File: config.mk
export PLATFORM = sky130hd
export DESIGN_NAME = inst_fetch_ctrl_flat
export DESIGN_NICKNAME = d
export VERILOG_FILES = /design/src/rtl/inst_fetch_ctrl_pkg.sv /design/src/rtl/inst_fetch_ctrl_if.sv /design/src/rtl/inst_fetch_ctrl_fetch_queue.sv /design/src/rtl/inst_fetch_ctrl.sv /design/src/flat_wrapper.sv
export SDC_FILE = /design/constraint.sdc
export NUM_CORES = 1
export LEC_CHECK = 0
export BUFFER_PORTS_ARGS = -buffer_cell sky130_fd_sc_hd__buf_4
export CAP_MARGIN = 20
export CORE_MARGIN = 8
export CORE_UTILIZATION = 35
export CTS_CLUSTER_DIAMETER = 50
export DETAILED_ROUTE_END_ITERATION = 16
export GPL_ROUTABILITY_DRIVEN = 0
export GPL_TIMING_DRIVEN = 0
export PLACE_DENSITY = 0.59
export SETUP_SLACK_MARGIN = 0.15
export SYNTH_ARGS = -nofsm -noshare
export SYNTH_HDL_FRONTEND = slang
export SYNTH_HIERARCHICAL = 1
export SYNTH_SLANG_ARGS = --single-unit
File: constraint.sdc
create_clock -name clk -period 4.4 [get_ports clk]
set_input_delay 0.66 -clock clk [delete_from_list [all_inputs] [get_ports clk]]
set_output_delay 0.66 -clock clk [all_outputs]
set_load 0.005 [all_outputs]
File: src/rtl/inst_fetch_ctrl_pkg.sv
// Shared types and constants for the instruction fetch slice.
// Provides the address/instruction word types, the ROM enable levels,
// the default reset PC and the {pc,inst} entry carried by the prefetch queue.
package inst_fetch_ctrl_pkg;

  localparam int INST_ADDR_W = 32;
  localparam int INST_W      = 32;

  typedef logic [INST_ADDR_W-1:0] inst_addr_t;
  typedef logic [INST_W-1:0]      inst_t;

  localparam inst_t      ZERO_WORD        = '0;
  localparam logic       CHIP_ENABLE      = 1'b1;
  localparam logic       CHIP_DISABLE     = 1'b0;
  localparam logic       RST_ENABLE       = 1'b1;
  localparam inst_addr_t RESET_PC_DEFAULT = 32'h0000_0000;

  // One prefetch queue entry: the PC it was fetched from plus the ROM word.
  typedef struct packed {
    inst_addr_t pc;
    inst_t      inst;
  } qentry_t;

  // Sequential PC step; wraps modulo 2^32 by construction.
  function automatic inst_addr_t pc_incr(input inst_addr_t pc);
    return pc + 32'd4;
  endfunction

endpackage

File: src/rtl/inst_fetch_ctrl_if.sv
// Bundle of the fetch controller's ROM bus, redirect input and decode handshake.
// master: the fetch controller (drives rom_ce/rom_addr and the if_* head outputs).
// slave : the environment (ROM data, redirect request, decode if_ready).
interface inst_fetch_ctrl_if;
  import inst_fetch_ctrl_pkg::*;

  logic       rom_ce;
  inst_addr_t rom_addr;
  inst_t      rom_inst;
  logic       redirect;
  inst_addr_t redirect_pc;
  logic       if_valid;
  logic       if_ready;
  inst_t      if_inst;
  inst_addr_t if_pc;
  logic       if_misalign;

  modport master (
    output rom_ce, rom_addr, if_valid, if_inst, if_pc, if_misalign,
    input  rom_inst, redirect, redirect_pc, if_ready
  );

  modport slave (
    input  rom_ce, rom_addr, if_valid, if_inst, if_pc, if_misalign,
    output rom_inst, redirect, redirect_pc, if_ready
  );

endinterface

File: src/rtl/inst_fetch_ctrl_fetch_queue.sv
// Prefetch FIFO of {pc,inst} entries; push/pop/flush, head visible combinationally.
// Latency: a pushed entry is visible at the head the cycle after the push edge.
// Backpressure: push accepted when not full or when popping the same cycle; flush wins over both.
// Ports: clk, rst (async, active-high), push, pop, flush, din -> full, empty, head.
module fetch_queue
  import inst_fetch_ctrl_pkg::*;
#(
  parameter int DEPTH      = 4,
  parameter int DEPTH_LOG2 = 2
) (
  input  logic    clk,
  input  logic    rst,
  input  logic    push,
  input  logic    pop,
  input  logic    flush,
  input  qentry_t din,
  output logic    full,
  output logic    empty,
  output qentry_t head
);

  logic [DEPTH_LOG2-1:0] wr_ptr_q, wr_ptr_d;
  logic [DEPTH_LOG2-1:0] rd_ptr_q, rd_ptr_d;
  logic [DEPTH_LOG2:0]   count_q, count_d;
  qentry_t               mem_q [DEPTH];
  qentry_t               mem_d [DEPTH];
  logic                  do_push;
  logic                  do_pop;

  assign full  = (count_q == (DEPTH_LOG2+1)'(DEPTH));
  assign empty = (count_q == '0);
  assign head  = mem_q[rd_ptr_q];

  // A full queue still takes a push when the head leaves in the same cycle:
  // the write lands in the slot being vacated.
  assign do_pop  = pop & ~flush & ~empty;
  assign do_push = push & ~flush & (~full | do_pop);

  always_comb begin
    wr_ptr_d = wr_ptr_q;
    rd_ptr_d = rd_ptr_q;
    count_d  = count_q;
    if (flush) begin
      wr_ptr_d = '0;
      rd_ptr_d = '0;
      count_d  = '0;
    end else begin
      if (do_push) wr_ptr_d = wr_ptr_q + (DEPTH_LOG2)'(1);
      if (do_pop)  rd_ptr_d = rd_ptr_q + (DEPTH_LOG2)'(1);
      count_d = count_q + (DEPTH_LOG2+1)'(do_push) - (DEPTH_LOG2+1)'(do_pop);
    end
  end

  always_comb begin
    mem_d = mem_q;
    if (do_push) mem_d[wr_ptr_q] = din;
  end

  always_ff @(posedge clk or posedge rst) begin
    if (rst) begin
      wr_ptr_q <= '0;
      rd_ptr_q <= '0;
      count_q  <= '0;
    end else begin
      wr_ptr_q <= wr_ptr_d;
      rd_ptr_q <= rd_ptr_d;
      count_q  <= count_d;
    end
  end

  // Storage needs no reset: count/pointers alone decide what is visible.
  always_ff @(posedge clk) begin
    mem_q <= mem_d;
  end

endmodule

File: src/rtl/inst_fetch_ctrl.sv
// Fetch sequencer: owns the PC, drives ROM ce/addr, buffers {pc,inst} and presents them to decode.
// Latency: fetched in cycle N -> on if_* in cycle N+1; redirect target on if_* two cycles after redirect.
// Backpressure: fetch stalls (rom_ce=0, pc holds) while the queue is full and decode is not taking the head.
// Ports: clk, rst (async, active-high), bus (inst_fetch_ctrl_if.master: ROM bus, redirect, decode handshake).
// Optional: define FETCH_MISALIGN_CHK_EN to trap unaligned redirect targets (sticky, reported on if_misalign).
module inst_fetch_ctrl
  import inst_fetch_ctrl_pkg::*;
#(
  parameter inst_addr_t RESET_PC    = RESET_PC_DEFAULT,
  parameter int         QDEPTH      = 4,
  parameter int         QDEPTH_LOG2 = 2
) (
  input logic               clk,
  input logic               rst,
  inst_fetch_ctrl_if.master bus
);

  inst_addr_t pc_q, pc_d;
  logic       fetch_en_q, fetch_en_d;
  logic       q_full;
  logic       q_empty;
  qentry_t    q_head;
  qentry_t    q_din;
  logic       head_vld;
  logic       pop;
  logic       issue;
  logic       fetch_block;

  assign head_vld = ~q_empty;
  assign pop      = head_vld & bus.if_ready;

`ifdef FETCH_MISALIGN_CHK_EN
  logic misalign_q, misalign_d;

  assign fetch_block = misalign_q;

  always_comb begin
    misalign_d = misalign_q;
    if (bus.redirect) misalign_d = |bus.redirect_pc[1:0];
  end

  always_ff @(posedge clk or posedge rst) begin
    if (rst) misalign_q <= 1'b0;
    else     misalign_q <= misalign_d;
  end

  // Reported only once everything fetched before the bad redirect is gone.
  assign bus.if_misalign = misalign_q & q_empty;
`else
  assign fetch_block     = 1'b0;
  assign bus.if_misalign = 1'b0;
`endif

  // Redirect suppresses the fetch of its own cycle: the queue is being flushed.
  assign issue = fetch_en_q & ~bus.redirect & ~fetch_block & (~q_full | pop);

  always_comb begin
    pc_d       = pc_q;
    fetch_en_d = 1'b1;
    if (bus.redirect) begin
`ifdef FETCH_MISALIGN_CHK_EN
      pc_d = bus.redirect_pc;
`else
      pc_d = bus.redirect_pc & ~32'h3;
`endif
    end else if (issue) begin
      pc_d = pc_incr(pc_q);
    end
  end

  always_ff @(posedge clk or posedge rst) begin
    if (rst) begin
      pc_q       <= RESET_PC;
      fetch_en_q <= 1'b0;
    end else begin
      pc_q       <= pc_d;
      fetch_en_q <= fetch_en_d;
    end
  end

  assign q_din = '{pc: pc_q, inst: bus.rom_inst};

  fetch_queue #(
    .DEPTH      (QDEPTH),
    .DEPTH_LOG2 (QDEPTH_LOG2)
  ) u_queue (
    .clk   (clk),
    .rst   (rst),
    .push  (issue),
    .pop   (pop),
    .flush (bus.redirect),
    .din   (q_din),
    .full  (q_full),
    .empty (q_empty),
    .head  (q_head)
  );

  assign bus.rom_ce   = issue ? CHIP_ENABLE : CHIP_DISABLE;
  assign bus.rom_addr = pc_q;
  assign bus.if_valid = head_vld;
  assign bus.if_inst  = head_vld ? q_head.inst : ZERO_WORD;
  assign bus.if_pc    = head_vld ? q_head.pc   : '0;

endmodule

File: src/flat_wrapper.sv
// flat-port wrapper written by rule: the top's interface ports become plain ports
module inst_fetch_ctrl_flat import inst_fetch_ctrl_pkg::*;
#(
  parameter inst_addr_t RESET_PC    = RESET_PC_DEFAULT,
  parameter int         QDEPTH      = 4,
  parameter int         QDEPTH_LOG2 = 2
)
  (clk, rst, bus_rom_ce, bus_rom_addr, bus_if_valid, bus_if_inst, bus_if_pc, bus_if_misalign, bus_rom_inst, bus_redirect, bus_redirect_pc, bus_if_ready);
  inst_fetch_ctrl_if bus_i ();
  input logic clk;
  input logic rst;
  output wire logic [$bits(bus_i.rom_ce)-1:0] bus_rom_ce;
  output wire logic [$bits(bus_i.rom_addr)-1:0] bus_rom_addr;
  output wire logic [$bits(bus_i.if_valid)-1:0] bus_if_valid;
  output wire logic [$bits(bus_i.if_inst)-1:0] bus_if_inst;
  output wire logic [$bits(bus_i.if_pc)-1:0] bus_if_pc;
  output wire logic [$bits(bus_i.if_misalign)-1:0] bus_if_misalign;
  input wire logic [$bits(bus_i.rom_inst)-1:0] bus_rom_inst;
  input wire logic [$bits(bus_i.redirect)-1:0] bus_redirect;
  input wire logic [$bits(bus_i.redirect_pc)-1:0] bus_redirect_pc;
  input wire logic [$bits(bus_i.if_ready)-1:0] bus_if_ready;
  assign bus_rom_ce = bus_i.rom_ce;
  assign bus_rom_addr = bus_i.rom_addr;
  assign bus_if_valid = bus_i.if_valid;
  assign bus_if_inst = bus_i.if_inst;
  assign bus_if_pc = bus_i.if_pc;
  assign bus_if_misalign = bus_i.if_misalign;
  assign bus_i.rom_inst = bus_rom_inst;
  assign bus_i.redirect = bus_redirect;
  assign bus_i.redirect_pc = bus_redirect_pc;
  assign bus_i.if_ready = bus_if_ready;
  inst_fetch_ctrl #(.RESET_PC(RESET_PC), .QDEPTH(QDEPTH), .QDEPTH_LOG2(QDEPTH_LOG2)) u_core (.clk(clk), .rst(rst), .bus(bus_i));
endmodule
==> results of run 1 <==
-- worst paths after layout --
check | start | end | slack (ps) | depth (start not counted)
worst max-delay path | u_core/u_queue/count_q[1]$_DFF_PP0_ | u_core/u_queue/count_q[2]$_DFF_PP0_ | 640 | 16
worst min-delay path | rst | u_core/u_queue/wr_ptr_q[0]$_DFFE_PP0P_ | 90 | 2
worst max register to register | u_core/u_queue/count_q[1]$_DFF_PP0_ | u_core/u_queue/count_q[2]$_DFF_PP0_ | 640 | 16
worst min register to register | u_core/u_queue/wr_ptr_q[0]$_DFFE_PP0P_ | u_core/u_queue/wr_ptr_q[0]$_DFFE_PP0P_ | 550 | 1
max in group asynchronous | rst | u_core/bus.rom_addr[26]$_DFFE_PP0P_ | 3520 | 3
min in group clk | bus_rom_inst[22] | u_core/u_queue/mem_q[214]$_DFFE_PP_ | 340 | 1
-- metrics by stage --
stage / util [%] / setup WS, ps / instances
after floorplan: - / 599 / 702
after global placement: 40.6 / -1480 / 1318
after detailed placement: 41.0 / 463 / 1324
after CTS: 44.8 / 326 / 1391
after global routing: 44.8 / 363 / 1391
final: 44.8 / 638 / 1391
-- sequential cells by signal, indices dropped and copies added, names as in the netlist --
name / flops
u_core/u_queue/mem_q: 256
u_core/bus.rom_addr: 30
u_core/fetch_en_q: 1
u_core/u_queue/rd_ptr_q: 2
u_core/u_queue/wr_ptr_q: 2
u_core/u_queue/count_q: 3
-- power by group --
| part | leakage, nW | internal, mW | switching, mW | total, mW |
|---|---|---|---|---|
| Clock | 0.642 | 1.99 | 1.17 | 3.16 |
| Sequential | 2.77 | 3.13 | 0.105 | 3.23 |
| Combinational | 2.00 | 0.262 | 0.274 | 0.536 |
-- cell usage after synthesis, types with 5 or more instances --
cell      count
edfxtp_1    256
nor2b_1      70
mux4_2       64
dfrtp_1      38
nand2_1      26
nand3_1      25
nor2_1       22
inv_1        19
clkbuf_1     17
nand4_1      12
o21ai_0      11
o31ai_1      11
a31oi_1       8
buf_2         8
or4_1         8
ha_1          7
xnor2_1       7
and2_1        6
nor3_1        6
buf_4         5
buf_6         5
-- cell families after synthesis --
| kind of cell | after synthesis | synth area share, % |
|---|---|---|
| AO/OA/AOI/OAI | 62 | 3.72 |
| XOR/XNOR | 10 | 0.722 |
| adder cells (fa/ha/maj) | 8 | 0.887 |
| buffers and inverters | 54 | 2.22 |
| flip-flops | 294 | 71.2 |
| multiplexers | 67 | 12.1 |
| other | 2 | 0.0619 |
| AND/OR/NAND/NOR | 195 | 9.07 |
-- worst max-delay path, stage by stage, from the launching register on --
cell and delay (ps):
dfrtp_1 500, nor3_2 150, nand2b_1 250, clkbuf_1 260, a21boi_0 440, and2_1 280
nand2b_1 90, a21oi_2 320, inv_1 80, ha_1 270, inv_1 50, ha_1 130
inv_1 50, fa_1 360, xor2_1 160, and2_1 160, nor3_1 120
-- layout make-up --
type | count | area share [%]
Sequential cell | 294 | 56.0
Inverter | 19 | 0.463
Clock buffer | 43 | 6.43
Timing Repair Buffer | 167 | 8.77
Multi-Input combinational cell | 354 | 21.3
Tap cell | 455 | 3.69
Buffer | 35 | 1.28
Clock inverter | 24 | 2.04
-- repair_timing --
action / 4_1_cts / 5_1_grt
setup endpoints to repair: 0 / 1
gates resized for setup: 0 / 1
hold buffers: 0 / 0
-- metal layers --
| layer | GRT usage (%) | vias to the layer above | wire length, microns |
|---|---|---|---|
| li1 | - | 3180 | - |
| met1 | 19.9 | 3561 | 13500 |
| met2 | 21.1 | 282 | 12800 |
| met3 | 4.07 | 58 | 2290 |
| met4 | 3.91 | 0 | 631 |
| met5 | 0 | - | 0 |
==> results by group, run 1 <==
STA
  – Worst Clk Skew: 19.7 ps
  – Min Hold Slack: 93.8 ps
  – Worst-margin pin slew: 1080 ps
  – TNS Setup: 0 ps
  – Slew HR: 27.8%
  – FMAX: 0.266 GHz
  – Min Tclk post-route: 3760 ps
  – Fin crit share: 85.5%
  – Final setup viols: 0
  – Hold Fails Final Rpt: 0
  – RSZ-0062 raised after global routing: false
  – Final slew viol count: 0

CTS
  – Clk_lat worst skew: 510 ps
  – Worst-path clk slew: 60 ps
  – Clock tree sinks: 294
  – Clock Path Buffers: 3
  – Setup Buffers After CTS: 0
  – H-tree level count: 2
  – CTS Root Cell: clkbuf_16
  – TritonCTS buffer count: 38
  – CTS tree: done

Critical path
  – Worst Path Max Fanout: 10
  – Crit Path Class: flip-flop to flip-flop
  – CP required: 4830 ps
  – Critical path endpoint category: flip-flop
  – Startpoint types: flip-flop
  – CP arrival: 4190 ps

Global routing
  – Initial antenna violation count: 0
  – GRT Util Overall: 14.1%
  – First-pass GRT wire length: 45,100 microns
  – Vias in the first global route: 7,515
  – Largest net degree at the start of global routing: 45
  – Global route overflow: 0

Drt
  – Drt drc: 0
  – Wirelength, routed: 29,300 microns
  – DRT antenna net count: 0
  – DR pass1 iterations: 5
  – Initial DRC Count: 473
  – Drt via density: 5.09
  – Wire per inst: 21.0 microns
  – Total number of vias: 7,081

Synthesis
  – Synth async-reset ratio: 12.9%
  – Synth Flop Type: edfxtp_1
  – Flop and latch count out of synthesis: 294
  – Yosys Warn Count: 6
  – Avg Cell Area, Syn: 17.5 sq um
  – Top cell type's share of synthesized area: 63.3%
  – Syn Inst Count: 692
  – Count of flip-flops with a built-in enable after synthesis: 256
  – Post-synthesis instance area: 0.0121 sq mm
  – Seq/Total Area, Yosys: 71.2%
  – Top cells by area, synth: edfxtp_1 (63%), mux4_2 (12%), dfrtp_1 (7.8%), nor2b_1 (3.6%), nand3_1 (1.0%)
  – Largest area contributor in the netlist: edfxtp_1
  – Netlist cell types: 54

Layout
  – Fillers: 3,050
  – Fraction of layout cells with a size suffix above 1: 34.0%
  – Commonest cells after routing, fill and taps aside: edfxtp_1 (256), buf_4 (166), nor2b_1 (70), mux4_2 (64), clkbuf_16 (39)
  – Multi-input gate area: 0.00328 sq mm
  – Commonest non-fill, non-tap cell in the layout: edfxtp_1
  – Area growth syn-to-layout: 27.0%
  – Register Area: 0.00864 sq mm
  – Fin nets: 985
  – Antenna cells: 0
  – Cell area after layout: 0.0154 sq mm

Floorplan
  – Die ar.: 0.0409 sq mm
  – Die W: 202 microns
  – # rows: 68
  – Die Span Y: 202 microns
  – # IOs: 167
  – Core footprint: 0.0344 sq mm
  – Initial core utilization: 35.3%

Run
  – Maxcap violations: 0

Place
  – Placed Instance Area: 0.0141 sq mm
  – Detail Placement HPWL: 19,500 microns
  – IO Port Bufs: 161

Run status
  – Status: finished clean

Pwr
  – Peak VDD IR: 0.289 mV
  – Pwr per Cell Area: 450 mW/mm^2
  – Static leakage: 5.41 nW
  – Final Power: 6.94 mW

Hold path
  – Hold WC Path Type: input pin to async pin
(Power assumes the default switching activity.)
==> run 2, diff against run 1 <==
--- a/config.mk
+++ b/config.mk
@@ -13,6 +13,7 @@
 export DETAILED_ROUTE_END_ITERATION = 16
 export GPL_ROUTABILITY_DRIVEN = 0
 export GPL_TIMING_DRIVEN = 0
+export HOLD_SLACK_MARGIN = 0.15
 export PLACE_DENSITY = 0.59
 export SETUP_SLACK_MARGIN = 0.15
 export SYNTH_ARGS = -nofsm -noshare
==> run 2 against run 1 <==
  * Register-to-register slack is essentially flat
  * Non-clock buffer count grew 1
  * Clock power is essentially flat
  * Power is essentially flat
  * Sequential power is essentially flat
  * Cell count is essentially flat
  * Highest routed layer unchanged
  * Largest cell class unchanged
==> results by group, run 2 (same netlist as run 1, synthesis figures left out) <==
STA
  – Slew HR: 25.5% (-2.3 points)
  – Worst Clk Skew: 19.5 ps (-0.240 ps)
  – Final slew viol count: 0 (unchanged)
  – Hold Fails Final Rpt: 0 (unchanged)
  – Fin crit share: 85.3% (-0.24 points)
  – Worst-margin pin slew: 1120 ps (+34.5 ps)
  – Min Tclk post-route: 3750 ps (-10.8 ps)
  – Final setup viols: 0 (unchanged)
  – RSZ-0062 raised after global routing: false
  – FMAX: 0.267 GHz (+0.29%)
  – Post-route setup slack: 648 ps (+10.8 ps)

Pwr
  – Switch Pwr: 1.55 mW (about the same)
  – Pwr per Cell Area: 450 mW/mm^2 (about the same)
  – Peak VDD IR: 0.289 mV (about the same)
  – Gate power share: 7.7% (about the same)
  – Internal Power: 5.39 mW (about the same)
  – Static leakage: 5.41 nW (about the same)
  – Sequential share of power: 46.6% (about the same)
  – Clock Power Share: 45.6% (about the same)
  – Switching share of total power: 22.3% (about the same)

Critical path
  – CP arrival: 4180 ps (about the same)
  – Critical path endpoint category: flip-flop
  – Startpoint types: flip-flop
  – Worst Path Max Fanout: 10 (unchanged)
  – CP required: 4830 ps (about the same)
  – Crit Path Class: flip-flop to flip-flop

Drt
  – DR pass1 iterations: 5 (unchanged)
  – Initial DRC Count: 564 (+19%)
  – Total number of vias: 7,051 (-0.42%)
  – Wirelength, routed: 29,300 microns (+0.12%)
  – Drt via density: 5.07 (-0.50%)
  – Wire per inst: 21.1 microns (about the same)
  – DRT antenna net count: 0 (unchanged)
  – Drt drc: 0 (unchanged)

Floorplan
  – Initial core utilization: 35.3% (unchanged)
  – Die W: 202 microns (unchanged)
  – Die ar.: 0.0409 sq mm (unchanged)
  – # rows: 68 (unchanged)
  – Die Span Y: 202 microns (unchanged)
  – Core footprint: 0.0344 sq mm (unchanged)
  – # IOs: 167 (unchanged)

Hold path
  – Hold WC Path Type: input pin to flip-flop

Layout
  – Commonest cells after routing, fill and taps aside: edfxtp_1 (256), buf_4 (166), nor2b_1 (70), mux4_2 (64), clkbuf_16 (39)
  – Fraction of layout cells with a size suffix above 1: 33.9% (-0.036 points)
  – Register with the most flip-flops: u_core/u_queue/mem_q
  – Fin nets: 986 (+0.10%)
  – Number of flip-flops in the largest register: 256 (unchanged)
  – Area growth syn-to-layout: 27.1% (about the same)
  – Commonest non-fill, non-tap cell in the layout: edfxtp_1
  – Antenna cells: 0 (unchanged)
  – Final cell count without fillers: 1,392 (+0.072%)
  – Fillers: 3,052 (+0.066%)
  – Cell area after layout: 0.0154 sq mm (about the same)

Place
  – Placed insts: 1,324 (unchanged)
  – Placed Instance Area: 0.0141 sq mm (unchanged)
  – IO Port Bufs: 161 (unchanged)
  – Detail Placement HPWL: 19,500 microns (unchanged)
  – Post-place setup slack: 463 ps (unchanged)

CTS
  – Clock tree sinks: 294 (unchanged)
  – Worst-path clk slew: 60 ps (about the same)
  – H-tree level count: 2 (unchanged)
  – Clock Path Buffers: 3 (unchanged)
  – CTS tree: done
  – CTS Root Cell: clkbuf_16
  – TritonCTS buffer count: 38 (unchanged)
  – Clk_lat worst skew: 510 ps (about the same)

Global routing
  – Initial antenna violation count: 0 (unchanged)
  – Largest net degree at the start of global routing: 45 (unchanged)
  – First-pass GRT wire length: 45,100 microns (about the same)
  – GRT Util Overall: 14.1% (unchanged)
  – Vias in the first global route: 7,523 (+0.11%)
  – Global route overflow: 0 (unchanged)

Run
  – Maxcap violations: 0 (unchanged)

Run status
  – Status: finished clean
-- run 2: cell types whose count changed in the layout (fill, tap and decap cells not counted) --
cell / delta
dlygate4sd3_1: +1
-- run 2: cell type report --
cell class                      instances  area, sq um  share of cell area (%)
Buffer                                 35          198                    1.28
Clock buffer                           43          991                    6.42
Inverter                               19         71.3                   0.462
Clock inverter                         24          314                    2.04
Timing Repair Buffer                  168         1360                    8.83
Sequential cell                       294         8640                    56.0
Tap cell                              455          569                    3.69
Multi-Input combinational cell        354         3280                    21.3
-- run 2: final timing paths --
check                                                  startpoint                                      to  slack [ps]  cells after the start
min                                              bus_rom_inst[22]     u_core/u_queue/mem_q[214]$_DFFE_PP_         340                      1
max in group asynchronous                                     rst     u_core/bus.rom_addr[26]$_DFFE_PP0P_        2930                      4
max reg2reg                   u_core/u_queue/count_q[1]$_DFF_PP0_     u_core/u_queue/count_q[2]$_DFF_PP0_         650                     16
max                           u_core/u_queue/count_q[1]$_DFF_PP0_     u_core/u_queue/count_q[2]$_DFF_PP0_         650                     16
min reg2reg                u_core/u_queue/wr_ptr_q[0]$_DFFE_PP0P_  u_core/u_queue/wr_ptr_q[0]$_DFFE_PP0P_         550                      1
min in group asynchronous                                     rst  u_core/u_queue/wr_ptr_q[0]$_DFFE_PP0P_         670                      3
-- run 2: critical path, stage by stage, from the launching register on --
cell	delay [ps]
dfrtp_1	500
nor3_2	150
nand2b_1	250
clkbuf_1	260
a21boi_0	430
and2_1	280
nand2b_1	90
a21oi_2	320
inv_1	80
ha_1	270
inv_1	50
ha_1	130
inv_1	50
fa_1	360
xor2_1	160
and2_1	160
nor3_1	120
-- run 2: layer usage --
| layer | up-vias | global-route usage, % | wire length [microns] |
|---|---|---|---|
| li1 | 3175 | - | - |
| met1 | 3529 | 19.9 | 13400 |
| met2 | 289 | 21.1 | 12800 |
| met3 | 58 | 4.07 | 2520 |
| met4 | 0 | 3.91 | 630 |
| met5 | - | 0 | 0 |
-- run 2: stage by stage --
step                hold WS [ps]  TNS [ps]  power [mW]  utilization, %
floorplan                    463         0        3.49               -
global placement             536   -358770        3.83            40.6
CTS                          318         0        7.04            44.9
detailed placement           546         0        3.84            41.0
global route                 328         0        7.19            44.9
finish                       345         0        6.93            44.9
-- run 2: power by group through the flow --
stage               logic, mW  clock network (mW)  registers, mW
finish                  0.537                3.16           3.23
global route            0.594                3.34           3.25
CTS                     0.551                3.25           3.23
detailed placement      0.548                   0           3.29
global placement        0.537                   0           3.29
floorplan               0.243                   0           3.25
-- run 2: repair_timing --
item	in CTS	in global routing
buffers inserted	0	0
hold buffers	1	0
gates resized for setup	0	1
hold endpoints to repair	7	0
setup endpoints to repair	0	1
==> run 3, diff against run 2 <==
==> constraint.sdc (replaced) <==
create_clock -name clk -period 3.7 [get_ports clk]
set_input_delay 0.555 -clock clk [delete_from_list [all_inputs] [get_ports clk]]
set_output_delay 0.555 -clock clk [all_outputs]
set_load 0.005 [all_outputs]
==> run 3 against run 2 <==
  * Register-to-register slack worse by 220 ps
  * Non-clock buffer count is 1 higher
  * Sequential cell count stayed put
  * Combinational power is 20% higher
  * Sequential share of layout area hardly changed
  * Critical path depth is 11 lower
  * Core utilization hardly changed
  * Sequential power is 19% higher
  * First-iteration DRC count is 17% lower
  * Power is 18% higher
==> results by group, run 3 (same netlist as run 1, synthesis figures left out) <==
STA
  – Worst Clk Skew: 13.1 ps (-6.41 ps)
  – Final slew viol count: 0 (unchanged)
  – RSZ-0062 raised after global routing: false
  – Min Hold Slack: 237 ps (-107 ps)
  – FMAX: 0.300 GHz
  – Final setup viols: 0 (unchanged)
  – Slew HR: 21.7% (-3.7 points)
  – Min Tclk post-route: 3340 ps
  – Worst-margin pin slew: 1170 ps (+55.9 ps)
  – Hold Fails Final Rpt: 0 (unchanged)
  – Fin crit share: 90.2%
  – Post-route setup slack: 362 ps (-286 ps)

Critical path
  – Worst reg-to-reg setup slack: 430 ps (-220 ps)
  – Max stage delay on crit path: 580 ps (+80 ps)
  – CP arrival: 2780 ps (-1400 ps)
  – Startpoint types: flip-flop
  – Critical path, cell by cell: nor3_4 -> clkbuf_2 -> clkbuf_1 -> nor2b_1 -> buf_4
  – Critical path endpoint category: primary output
  – Worst Path Max Fanout: 10 (unchanged)
  – Crit Path Class: flip-flop to primary output
  – Critical Path Slowest Stage Cell: clkbuf_1
  – CP required: 3140 ps (-1690 ps)

CTS
  – CTS Root Cell: clkbuf_16
  – Clock tree sinks: 294 (unchanged)
  – Clk_lat worst skew: 520 ps (about the same)
  – Worst-path clk slew: 60 ps (about the same)
  – CTS tree: done
  – TritonCTS buffer count: 38 (unchanged)
  – H-tree level count: 2 (unchanged)
  – Clock Path Buffers: 3 (unchanged)

Place
  – IO Port Bufs: 161 (unchanged)
  – Post-place setup slack: -298 ps (-761 ps)
  – Detail Placement HPWL: 20,100 microns (+3.1%)

Drt
  – DRT antenna net count: 0 (unchanged)
  – Wl on met1: 13,700 microns (+2.7%)
  – Drt drc: 0 (unchanged)
  – Drt via density: 5.11 (+0.80%)
  – Top Metal Used: met4
  – DR pass1 iterations: 5 (unchanged)
  – Met3 WL: 2120 microns (-16%)
  – Wirelength, routed: 29,900 microns (+2.2%)
  – Wire per inst: 21.5 microns (+2.0%)
  – Initial DRC Count: 469 (-17%)
  – Met2 WL post-DR: 13,700 microns (+7.1%)
  – Total number of vias: 7,123 (+1.0%)

Floorplan
  – Die ar.: 0.0409 sq mm (unchanged)
  – Die W: 202 microns (unchanged)
  – # IOs: 167 (unchanged)
  – Core footprint: 0.0344 sq mm (unchanged)
  – # rows: 68 (unchanged)
  – Initial core utilization: 35.3% (unchanged)
  – Die Span Y: 202 microns (unchanged)

Pwr
  – Static leakage: 5.39 nW (-0.34%)
  – Final Power: 8.17 mW (+18%)
  – Peak VDD IR: 0.374 mV (+30%)
  – Pwr per Cell Area: 530 mW/mm^2 (+18%)

Layout
  – Commonest cells after routing, fill and taps aside: edfxtp_1 (256), buf_4 (167), nor2b_1 (70), mux4_2 (64), clkbuf_16 (41)
  – Layout Utilization: 44.9% (about the same)
  – Multi-input gate area: 0.00330 sq mm (+0.53%)
  – Fraction of layout cells with a size suffix above 1: 34.9% (+0.96 points)
  – Number of flip-flops in the largest register: 256 (unchanged)
  – Area growth syn-to-layout: 27.1% (about the same)
  – Register Area: 0.00864 sq mm (about the same)
  – Fillers: 3,081 (+0.95%)
  – Antenna cells: 0 (unchanged)
  – Commonest non-fill, non-tap cell in the layout: edfxtp_1
  – Register with the most flip-flops: u_core/u_queue/mem_q
  – Fin nets: 987 (+0.10%)

Global routing
  – Largest net degree at the start of global routing: 54 (+20%)
  – GRT Util Overall: 14.6% (+0.46 points)
  – Initial antenna violation count: 0 (unchanged)
  – Global route overflow: 0 (unchanged)
  – First-pass GRT wire length: 46,400 microns (+2.8%)
  – Vias in the first global route: 7,477 (-0.61%)

Hold path
  – Hold WC Path Type: input pin to flip-flop

Run status
  – Status: finished clean

Run
  – Maxcap violations: 0 (unchanged)
run 3: what timing repair did:
action	4_1_cts	5_1_grt
hold buffers	1	0
setup buffers	0	1
hold endpoints to repair	16	0
endpoints found under the setup margin	118	1
resized for setup	7	4
run 3: power breakdown:
group	switching (mW)	internal (mW)	leakage [nW]
logic	0.327	0.316	2.02
registers	0.120	3.72	2.76
clock network	1.43	2.26	0.613
total	1.87	6.30	5.39
run 3: cell type report:
type	instances	share of cell area, %
Buffer	35	1.31
Clock buffer	46	6.77
Clock inverter	23	1.57
Inverter	19	0.462
Multi-Input combinational cell	354	21.4
Sequential cell	294	56.0
Tap cell	455	3.69
Timing Repair Buffer	169	8.78
run 3: per-stage QoR:
stage          setup TNS [ps]  std cells  area [sq um]
2_1_floorplan               0        702         12200
3_3_place_gp          -167340       1318         14000
3_5_place_dp             -328       1323         14100
4_1_cts                     0       1393         15400
5_1_grt                     0       1395         15400
6_report                    0       1395         15400
run 3: worst paths after layout:
check,to,start,cells after the start
worst max-delay path,bus_if_pc[23],u_core/u_queue/count_q[1]$_DFF_PP0_,5
worst min-delay path,u_core/u_queue/mem_q[70]$_DFFE_PP_,bus_rom_inst[6],1
worst max register to register,u_core/u_queue/count_q[2]$_DFF_PP0_,u_core/u_queue/count_q[1]$_DFF_PP0_,16
worst min register to register,u_core/u_queue/wr_ptr_q[0]$_DFFE_PP0P_,u_core/u_queue/wr_ptr_q[0]$_DFFE_PP0P_,1
max in group asynchronous,u_core/bus.rom_addr[10]$_DFFE_PP0P_,rst,4
min in group asynchronous,u_core/u_queue/count_q[0]$_DFF_PP0_,rst,3
run 3: critical path, delay by kind of cell (launching register included):
kind	cells	cell delay [ps]
buffers and inverters	3	1210
DFF	1	480
and+or+nand+nor	2	580
run 3: routing by layer:
metal | up-vias | GRT usage, %
li1 | 3181 | -
met1 | 3644 | 20.3
met2 | 260 | 22.6
met3 | 38 | 3.89
met4 | 0 | 3.57
met5 | - | 0
